### src/rtl/icarus_pkg.sv
// Shared encodings for the memory/write-back datapath: load sizes,
// write-back source selects and the default link offset.
package icarus_pkg;

  localparam logic [1:0] BYTESEL_WORD = 2'b00;
  localparam logic [1:0] BYTESEL_BYTE = 2'b01;
  localparam logic [1:0] BYTESEL_HALF = 2'b10;

  localparam logic [1:0] MEMTOREG_ALU  = 2'b00;
  localparam logic [1:0] MEMTOREG_MEM  = 2'b01;
  localparam logic [1:0] MEMTOREG_LINK = 2'b10;

  localparam int LINK_OFFSET_DEFAULT = 8;

endpackage

### src/rtl/load_align.sv
// Little-endian sub-word load lane select with sign or zero extension.
// Purely combinational so the store/forwarding path can reuse it.
module load_align
  import icarus_pkg::*;
#(
  parameter int DATA_WIDTH = 32
) (
  input  logic [DATA_WIDTH-1:0] word,
  input  logic [1:0]            offset,
  input  logic [1:0]            byteSel,
  input  logic                  loadSigned,
  output logic [DATA_WIDTH-1:0] data
);

  logic [7:0]  byteLane;
  logic [15:0] halfLane;

  assign byteLane = word[{offset, 3'b000} +: 8];
  // Halfword ignores offset[0]; misaligned halves are not split.
  assign halfLane = word[{offset[1], 4'b0000} +: 16];

  // NOTE: every combinational output gets a default first so no path
  // through the case statement can infer a latch.
  always_comb begin
    data = word;
    case (byteSel)
      BYTESEL_BYTE: data = {{(DATA_WIDTH-8){loadSigned & byteLane[7]}}, byteLane};
      BYTESEL_HALF: data = {{(DATA_WIDTH-16){loadSigned & halfLane[15]}}, halfLane};
      default:      data = word;
    endcase
  end

endmodule

### src/rtl/mem_wb_stage.sv
// MEM/WB pipeline register: captures memory-stage results, aligns loads,
// selects the write-back value and counts retired instructions.
module mem_wb_stage
  import icarus_pkg::*;
#(
  parameter int DATA_WIDTH     = 32,
  parameter int REG_ADDR_WIDTH = 5,
  parameter int LINK_OFFSET    = LINK_OFFSET_DEFAULT
) (
  input  logic                      Clock,
  input  logic                      Reset,
  input  logic                      Stall,
  input  logic                      Flush,
  input  logic [DATA_WIDTH-1:0]     ReadData,
  input  logic [DATA_WIDTH-1:0]     ALUResult,
  input  logic [DATA_WIDTH-1:0]     PC,
  input  logic [31:0]               Instruction,
  input  logic                      RegWrite,
  input  logic [1:0]                MemToReg,
  input  logic [1:0]                ByteSel,
  input  logic                      LoadSigned,
  input  logic [REG_ADDR_WIDTH-1:0] WriteReg,
  output logic [DATA_WIDTH-1:0]     WBData,
  output logic                      WBRegWrite,
  output logic [REG_ADDR_WIDTH-1:0] WBWriteReg,
  output logic [31:0]               WBInstruction,
  output logic                      WBValid,
  output logic [31:0]               InstrCount
);

  logic [DATA_WIDTH-1:0]     readDataQ, aluResultQ, pcQ;
  logic [31:0]               instrQ;
  logic                      regWriteQ, loadSignedQ, validQ;
  logic [1:0]                memToRegQ, byteSelQ;
  logic [REG_ADDR_WIDTH-1:0] writeRegQ;
  logic [31:0]               instrCountQ;
  logic [DATA_WIDTH-1:0]     loadData;

  // NOTE: sequential state uses non-blocking assignments so every register
  // samples the pre-edge values and simulation matches the synthesized flops.
  always_ff @(posedge Clock) begin
    if (Reset || Flush) begin
      // A bubble zeroes data too, which keeps reset and flush identical.
      readDataQ   <= '0;
      aluResultQ  <= '0;
      pcQ         <= '0;
      instrQ      <= '0;
      regWriteQ   <= 1'b0;
      memToRegQ   <= MEMTOREG_ALU;
      byteSelQ    <= BYTESEL_WORD;
      loadSignedQ <= 1'b0;
      writeRegQ   <= '0;
      validQ      <= 1'b0;
    end else if (!Stall) begin
      readDataQ   <= ReadData;
      aluResultQ  <= ALUResult;
      pcQ         <= PC;
      instrQ      <= Instruction;
      regWriteQ   <= RegWrite;
      memToRegQ   <= MemToReg;
      byteSelQ    <= ByteSel;
      loadSignedQ <= LoadSigned;
      writeRegQ   <= WriteReg;
      validQ      <= 1'b1;
    end
  end

  // An instruction retires when it leaves WB, so a stalled one counts once.
  always_ff @(posedge Clock) begin
    if (Reset)                 instrCountQ <= '0;
    else if (!Stall && validQ) instrCountQ <= instrCountQ + 32'd1;
  end

  load_align #(.DATA_WIDTH(DATA_WIDTH)) u_load_align (
    .word       (readDataQ),
    .offset     (aluResultQ[1:0]),
    .byteSel    (byteSelQ),
    .loadSigned (loadSignedQ),
    .data       (loadData)
  );

  always_comb begin
    WBData = aluResultQ;
    case (memToRegQ)
      MEMTOREG_MEM:  WBData = loadData;
      MEMTOREG_LINK: WBData = pcQ + DATA_WIDTH'(LINK_OFFSET);
      default:       WBData = aluResultQ;
    endcase
  end

  assign WBRegWrite    = regWriteQ && (writeRegQ != '0);
  assign WBWriteReg    = writeRegQ;
  assign WBInstruction = instrQ;
  assign WBValid       = validQ;
  assign InstrCount    = instrCountQ;

endmodule

### config.mk
export PLATFORM = sky130hd
export DESIGN_NAME = mem_wb_stage
export DESIGN_NICKNAME = d
export VERILOG_FILES = /design/src/rtl/icarus_pkg.sv /design/src/rtl/load_align.sv /design/src/rtl/mem_wb_stage.sv
export SDC_FILE = /design/constraint.sdc
export NUM_CORES = 1
export LEC_CHECK = 0
export ABC_AREA = 1
export CAP_MARGIN = 20
export CORE_ASPECT_RATIO = 0.8
export CORE_MARGIN = 2
export CORE_UTILIZATION = 44
export CTS_CLUSTER_DIAMETER = 80
export CTS_CLUSTER_SIZE = 10
export DETAILED_ROUTE_END_ITERATION = 8
export PLACE_DENSITY = 0.77
export SLEW_MARGIN = 30
export SYNTH_ARGS = -nofsm -noshare
export SYNTH_HDL_FRONTEND = slang
export SYNTH_SLANG_ARGS = --single-unit
### constraint.sdc
create_clock -name Clock -period 1.93 [get_ports Clock]
set_clock_uncertainty 0.1 [all_clocks]
set_input_delay 0.2895 -clock Clock [delete_from_list [all_inputs] [get_ports Clock]]
set_output_delay 0.2895 -clock Clock [all_outputs]
set_load 0.005 [all_outputs]
==> metrics, run 1 <==
status complete, but fails checks; failing checks negative setup slack; largest net degree at the start of global routing 121; Pwr Total 0.00864 W; cell count along the critical path 12; Fillers ~1800; Routed WL ~33000 um; Syn Inst Count between 1000 and 1500; Pre-Repair DR Iteration Count 7; via count slightly above 10000; port bufs between 200 and 250; Post-Synth Adder-Cell Area less than 1%; Worst Path Required between 1.5 and 2 ns; placed cell count between 1500 and 2000; gpl congestion approximately 0.98; Cell variety after synth 40; crit-path cells inv_2, ha_4, inv_4, o21ai_4, buf_6, nand3_2, o21ai_2, nand2_1, nand2_1, nand2_1, a21oi_2, buf_2; CP Data Arrival Time ~2.1 ns; final cell count without fillers 1986; initial drt markers 1014; Synth Area in Simple Gates 36.7%; Hold WS roughly 0.12 ns; Crit path max-delay family compound AO/OA/AOI/OAI gates; area leader, netlist dfxtp_1; DR WL/cell between 15 and 20 um; gr usage total 30.2%; clock period minus worst slack between 2 and 2.5 ns; CTS Buf Count 17; Yosys top cell area share between 30% and 40%; startpoint types register; Core Footprint about 20000 sq um; htree depth 4; Hold WC Path Type in -> reg; proportion of layout cells with a drive suffix above 1 a little over a fifth; DR vias/cell around 5.2; Mapped Nets about 1500; Slew Limit Fails 0; CP max stage delay roughly 0.34 ns; slowest CP cell dfxtp_2; pwr/cell area between 600 and 700 nW/um^2; final core utilization between 60% and 70%; area grow syn2layout 54.4%; # setup viols final 33; Crit Path Class reg -> out; Max Cap Violations 0; Starting Density between 40% and 50%; Clk Latency, worst-skew pair between 0.4 and 0.5 ns; Peak VDD IR 0.515 mV; fin nets 1858; xor and xnor area share after synthesis less than 1%; Crit. End Element output pin; post-synthesis compound-gate area fraction 15.9%; antenna violations before repair 0; die footprint ~21000 sq um; Min-Delay Path Depth 4; Final WS setup -0.555 ns; first-pass GRT wire length 49800 um; Seq cells post-synth ~170; ant diodes 0; Yosys warning count 0; DRT antenna net count 0; Max Freq about 0.40 GHz; most frequent cells in the layout 462 x nand2_1, 211 x clkdlybuf4s50_1, 158 x nor2_1; register area share after synthesis roughly two fifths; Rows 46; global route overflow 0; Post-DP HPWL around 24000 um; final period utilization 129%; main combinational cell family by area after synthesis simple AND/OR/NAND/NOR gates; Worst slew margin roughly three fifths; CTS root buf clkbuf_16; CP Buf/Inv Count 4; Post-CTS Hold Buffers 0; leakage power about 5.2 nW; TritonCTS clock tree yes; final hold violations 0; worst r2r path cells 9; I/O Pins 246; Post-route DRC 0; Synth Cell Area approximately 9000 sq um; top post-synthesis cells by area dfxtp_1 39%, nand2_1 21%, a21oi_1 9.3%, nor2_1 7.5%, nand3_1 3.5%; Die W between 150 and 200 um; CTS sink count around 170; commonest non-fill, non-tap cell in the layout nand2_1; largest fanout on the critical path 5; Post-Syn Area per Cell roughly 6.4 sq um; clk buf depth 2; clk slew on worst S/H paths around 0.07 ns; mux cell area share after synthesis 0%; Die Ht 131 um; RSZ-0062 raised after global routing yes; setup slack at placement -0.609 ns; CP most frequent cell nand2_1; Slew @ Worst Pin 0.595 ns; vias in the first global route ~9300
## kinds of logic after synthesis
kind of cell	after synthesis
buffers and inverters	152
DFF	172
and+or+nand+nor	783
xor gates and xnor gates	5
adders and majority gates	6
AOI/OAI and AO/OA	255
## layout make-up
class / count / area, sq um / area share [%]
Tap cell: 264 / 330 / 2.43
Sequential cell: 172 / 3480 / 25.6
Clock buffer: 18 / 429 / 3.16
Timing Repair Buffer: 385 / 3540 / 26.0
Clock inverter: 14 / 148 / 1.09
Inverter: 83 / 323 / 2.37
Multi-Input combinational cell: 1050 / 5340 / 39.3
## sequential cells by signal, summed over array words and instances (netlist names)
register and count:
WBValid 1, readDataQ 32, regWriteQ 1, WBInstruction 32, WBWriteReg 5, aluResultQ 32, memToRegQ 2, InstrCount 32
pcQ 32, byteSelQ 2, loadSignedQ 1
## cell usage after synthesis
library cell / count
clkbuf_1: 47
o21ai_2: 1
a21oi_1: 164
nand2_4: 2
dfxtp_1: 172
nor4_1: 1
nand3_1: 62
o22ai_1: 1
inv_2: 3
a21o_1: 2
buf_6: 2
buf_2: 16
inv_1: 79
nor2_1: 177
nor3_1: 3
buf_1: 3
a211oi_1: 37
or2_2: 15
nand3_4: 2
or4_1: 1
o21bai_1: 5
nand4_2: 1
clkinv_1: 1
xor2_1: 5
nor2_8: 2
nand2_1: 494
nand3b_1: 5
o21ai_0: 38
nand4_1: 5
nand3_2: 2
nor2_4: 1
nand2_2: 2
ha_1: 6
nor3b_1: 3
a31oi_1: 2
a21boi_0: 1
o21ai_1: 1
nor2_2: 5
o21a_1: 3
buf_4: 1
## where the power goes
part / switching (W) / internal, W / leakage [nW] / total [W]
clock: 0.00168 / 0.00173 / 0.282 / 0.00342
combinational: 0.000738 / 0.000754 / 3.55 / 0.00149
sequential: 0.0000813 / 0.00365 / 1.41 / 0.00373
## timing repair
item	CTS	global route
endpoints found under the hold margin	0	0
endpoints found under the setup margin	33	34
pin swaps	52	46
gates cloned	1	0
setup buffers	18	9
gates resized for setup	269	77
## worst reg2reg max path: stages (launching register included)
cell	delay, ns
dfxtp_1	0.40
ha_2	0.24
nand3_1	0.14
nor2_4	0.18
nand4_2	0.17
nor2_4	0.16
nand2_1	0.09
nand2_1	0.07
nand2_1	0.04
nor2_1	0.09
## metrics by stage
stage / setup TNS, ns / instance area [sq um]
final: -15.15 / 13600
after global placement: -16.14 / 12200
after global routing: -17.45 / 13600
after detailed placement: -16.02 / 12200
after floorplan: 0 / 8810
after CTS: -16.21 / 13300
## per-layer routing
metal	track usage (%)	wire [um]
met5	0	0
met4	6.72	505
met3	9.91	3700
met2	44.2	13800
met1	43.1	15200
## final timing paths
path	from	to	slack, ns
worst max-delay path	byteSelQ[1]	WBData[1]	-0.55
worst min-delay path	Stall	InstrCount[28]	0.12
worst max register to register	InstrCount[1]	InstrCount[22]	0.20
worst min register to register	WBInstruction[15]	WBInstruction[15]	0.36
Note: power is estimated with default switching activity, not from simulation.
==> run 2: changes to the inputs <==
--- a/config.mk
+++ b/config.mk
@@ -8,7 +8,7 @@
 export ABC_AREA = 1
 export CAP_MARGIN = 20
 export CORE_ASPECT_RATIO = 0.8
-export CORE_MARGIN = 2
+export CORE_MARGIN = 1.5
 export CORE_UTILIZATION = 44
 export CTS_CLUSTER_DIAMETER = 80
 export CTS_CLUSTER_SIZE = 10
==> metrics, run 2 (synthesis results as in run 1) <==
status complete, but fails checks; initial drt markers 1114 (+9.9%); Starting Density 44.6% (unchanged); Cell Int Power 0.00632 W (+3.0%); Hold WC Path Type in -> reg; Pwr Total 0.00886 W (+2.6%); Clk Latency, worst-skew pair 0.44 ns (about the same); Pre-Repair DR Iteration Count 6 (-1); Peak VDD IR 0.631 mV (+23%); DR WL/cell 16.9 um (+1.4%); global route overflow 0 (unchanged); Max Freq 0.410 GHz (+1.8%); clock period minus worst slack 2.44 ns (-0.0435 ns); DR vias/cell 5.24 (+0.84%); RSZ-0062 raised after global routing yes; clock share of power 40.6% (+1.0 points); largest net degree at the start of global routing 118 (-2.5%); share of power burned in registers 42.1% (-1.1 points); Post-route DRC 0 (unchanged); first-pass GRT wire length 51000 um (+2.3%); vias in the first global route 9464 (+1.8%); Crit Path Class reg -> out; largest fanout on the critical path 5 (unchanged); I/O Pins 246 (unchanged); startpoint types register; proportion of layout cells with a drive suffix above 1 22.5% (+0.55 points); TritonCTS clock tree yes; # setup viols final 33 (unchanged); htree depth 4 (unchanged); CTS sink count 172 (unchanged); fin nets 1865 (+0.38%); final period utilization 127% (-2.3 points); Gate power share 17.3% (about the same); CTS root buf clkbuf_16; CTS Buf Count 17 (unchanged); clk slew on worst S/H paths 0.07 ns (about the same); Final WS setup -0.511 ns (+0.0435 ns); CP Data Arrival Time 2.05 ns (-0.05 ns); via count 10400 (+1.2%); Crit. End Element output pin; clk buf depth 2 (unchanged); Max Cap Violations 0 (unchanged); Die Ht 130 um (-0.77%); final hold violations 0 (unchanged); Fillers 1678 (-4.9%); final core utilization 69.7% (+0.79 points); antenna violations before repair 0 (unchanged); die footprint 20900 sq um (-1.4%); DRT antenna net count 0 (unchanged); Slew Limit Fails 0 (unchanged); gpl congestion 1.01 (+2.6%); pwr/cell area 644 nW/um^2 (+1.4%); area grow syn2layout 56.2%; Rows 46 (unchanged); Post-CTS Hold Buffers 0 (unchanged); setup TNS -14.83 ns (+0.321 ns); Core Footprint 19700 sq um (unchanged); Psw 0.00254 W (+1.6%); Worst Path Required 1.54 ns (about the same); Slew @ Worst Pin 0.607 ns (+0.0125 ns); ant diodes 0 (unchanged); most frequent cells in the layout 464 x nand2_1, 211 x clkdlybuf4s50_1, 163 x nor2_1; failing checks negative setup slack; leakage power 5.31 nW (+1.2%); Routed WL 33700 um (+1.7%); port bufs 245 (unchanged); Post-DP HPWL 24300 um (+0.25%); sw frac 28.7% (-0.29 points); Die W 161 um (-0.62%); Worst slew margin 59.5% (-0.83 points); gr usage total 31.5% (+1.3 points); commonest non-fill, non-tap cell in the layout nand2_1
==> run 2: per-stage QoR <==
| stage | setup WS [ns] | instances | area [sq um] | hold WS, ns |
|---|---|---|---|---|
| 4_1_cts | -0.537 | 1985 | 13500 | 0.0948 |
| 3_3_place_gp | -0.582 | 1934 | 12300 | 0.350 |
| 6_report | -0.511 | 1993 | 13800 | 0.104 |
| 5_1_grt | -0.609 | 1993 | 13800 | 0.116 |
| 2_1_floorplan | 0.0201 | 1373 | 8810 | 0.333 |
| 3_5_place_dp | -0.576 | 1934 | 12300 | 0.354 |
==> run 2: final timing paths <==
check                                       from               end  slack (ns)  depth (start not counted)
worst min register to register  WBInstruction[9]  WBInstruction[9]        0.37                          2
worst max register to register     InstrCount[4]    InstrCount[24]        0.17                          8
worst min-delay path                       Stall    InstrCount[28]        0.10                          4
worst max-delay path                 byteSelQ[0]        WBData[18]       -0.51                         11
==> run 2: timing repair <==
action	4_1_cts	5_1_grt
cloned	3	0
setup buffers	17	9
endpoints found under the setup margin	33	37
pin swaps	50	45
gates resized for setup	285	69
==> run 2: cell type report <==
class / instances / area [sq um] / area share (%)
Sequential cell: 172 / 3490 / 25.4
Inverter: 83 / 324 / 2.36
Clock inverter: 14 / 171 / 1.25
Tap cell: 264 / 330 / 2.40
Clock buffer: 18 / 439 / 3.19
Multi-Input combinational cell: 1050 / 5390 / 39.2
Timing Repair Buffer: 392 / 3600 / 26.2
==> run 2: power by group through the flow <==
stage / Clock [W] / Combinational [W] / Sequential, W
final: 0.00360 / 0.00154 / 0.00373
after global placement: 0 / 0.00129 / 0.00380
after CTS: 0.00362 / 0.00147 / 0.00373
after global routing: 0.00377 / 0.00164 / 0.00374
after detailed placement: 0 / 0.00129 / 0.00380
after floorplan: 0 / 0.000524 / 0.00379
==> run 2: worst max-delay path, cell delays in order, from the launching register on <==
cell and delay, ns:
dfxtp_4 0.36, inv_2 0.05, ha_4 0.24, or2_4 0.26, nand2_8 0.10, nand2_8 0.08, buf_6 0.13, nand3_2 0.06
nand2_1 0.06, nand2_1 0.08, nand2_1 0.06, buf_2 0.13
==> run 2: layer usage <==
metal	vias to the layer above	global-route usage [%]	part of all wire [%]
li1	5107	-	-
met1	4807	45.1	46
met2	464	45.3	42
met3	60	9.54	11
met4	0	9.48	2.2
met5	-	0	0
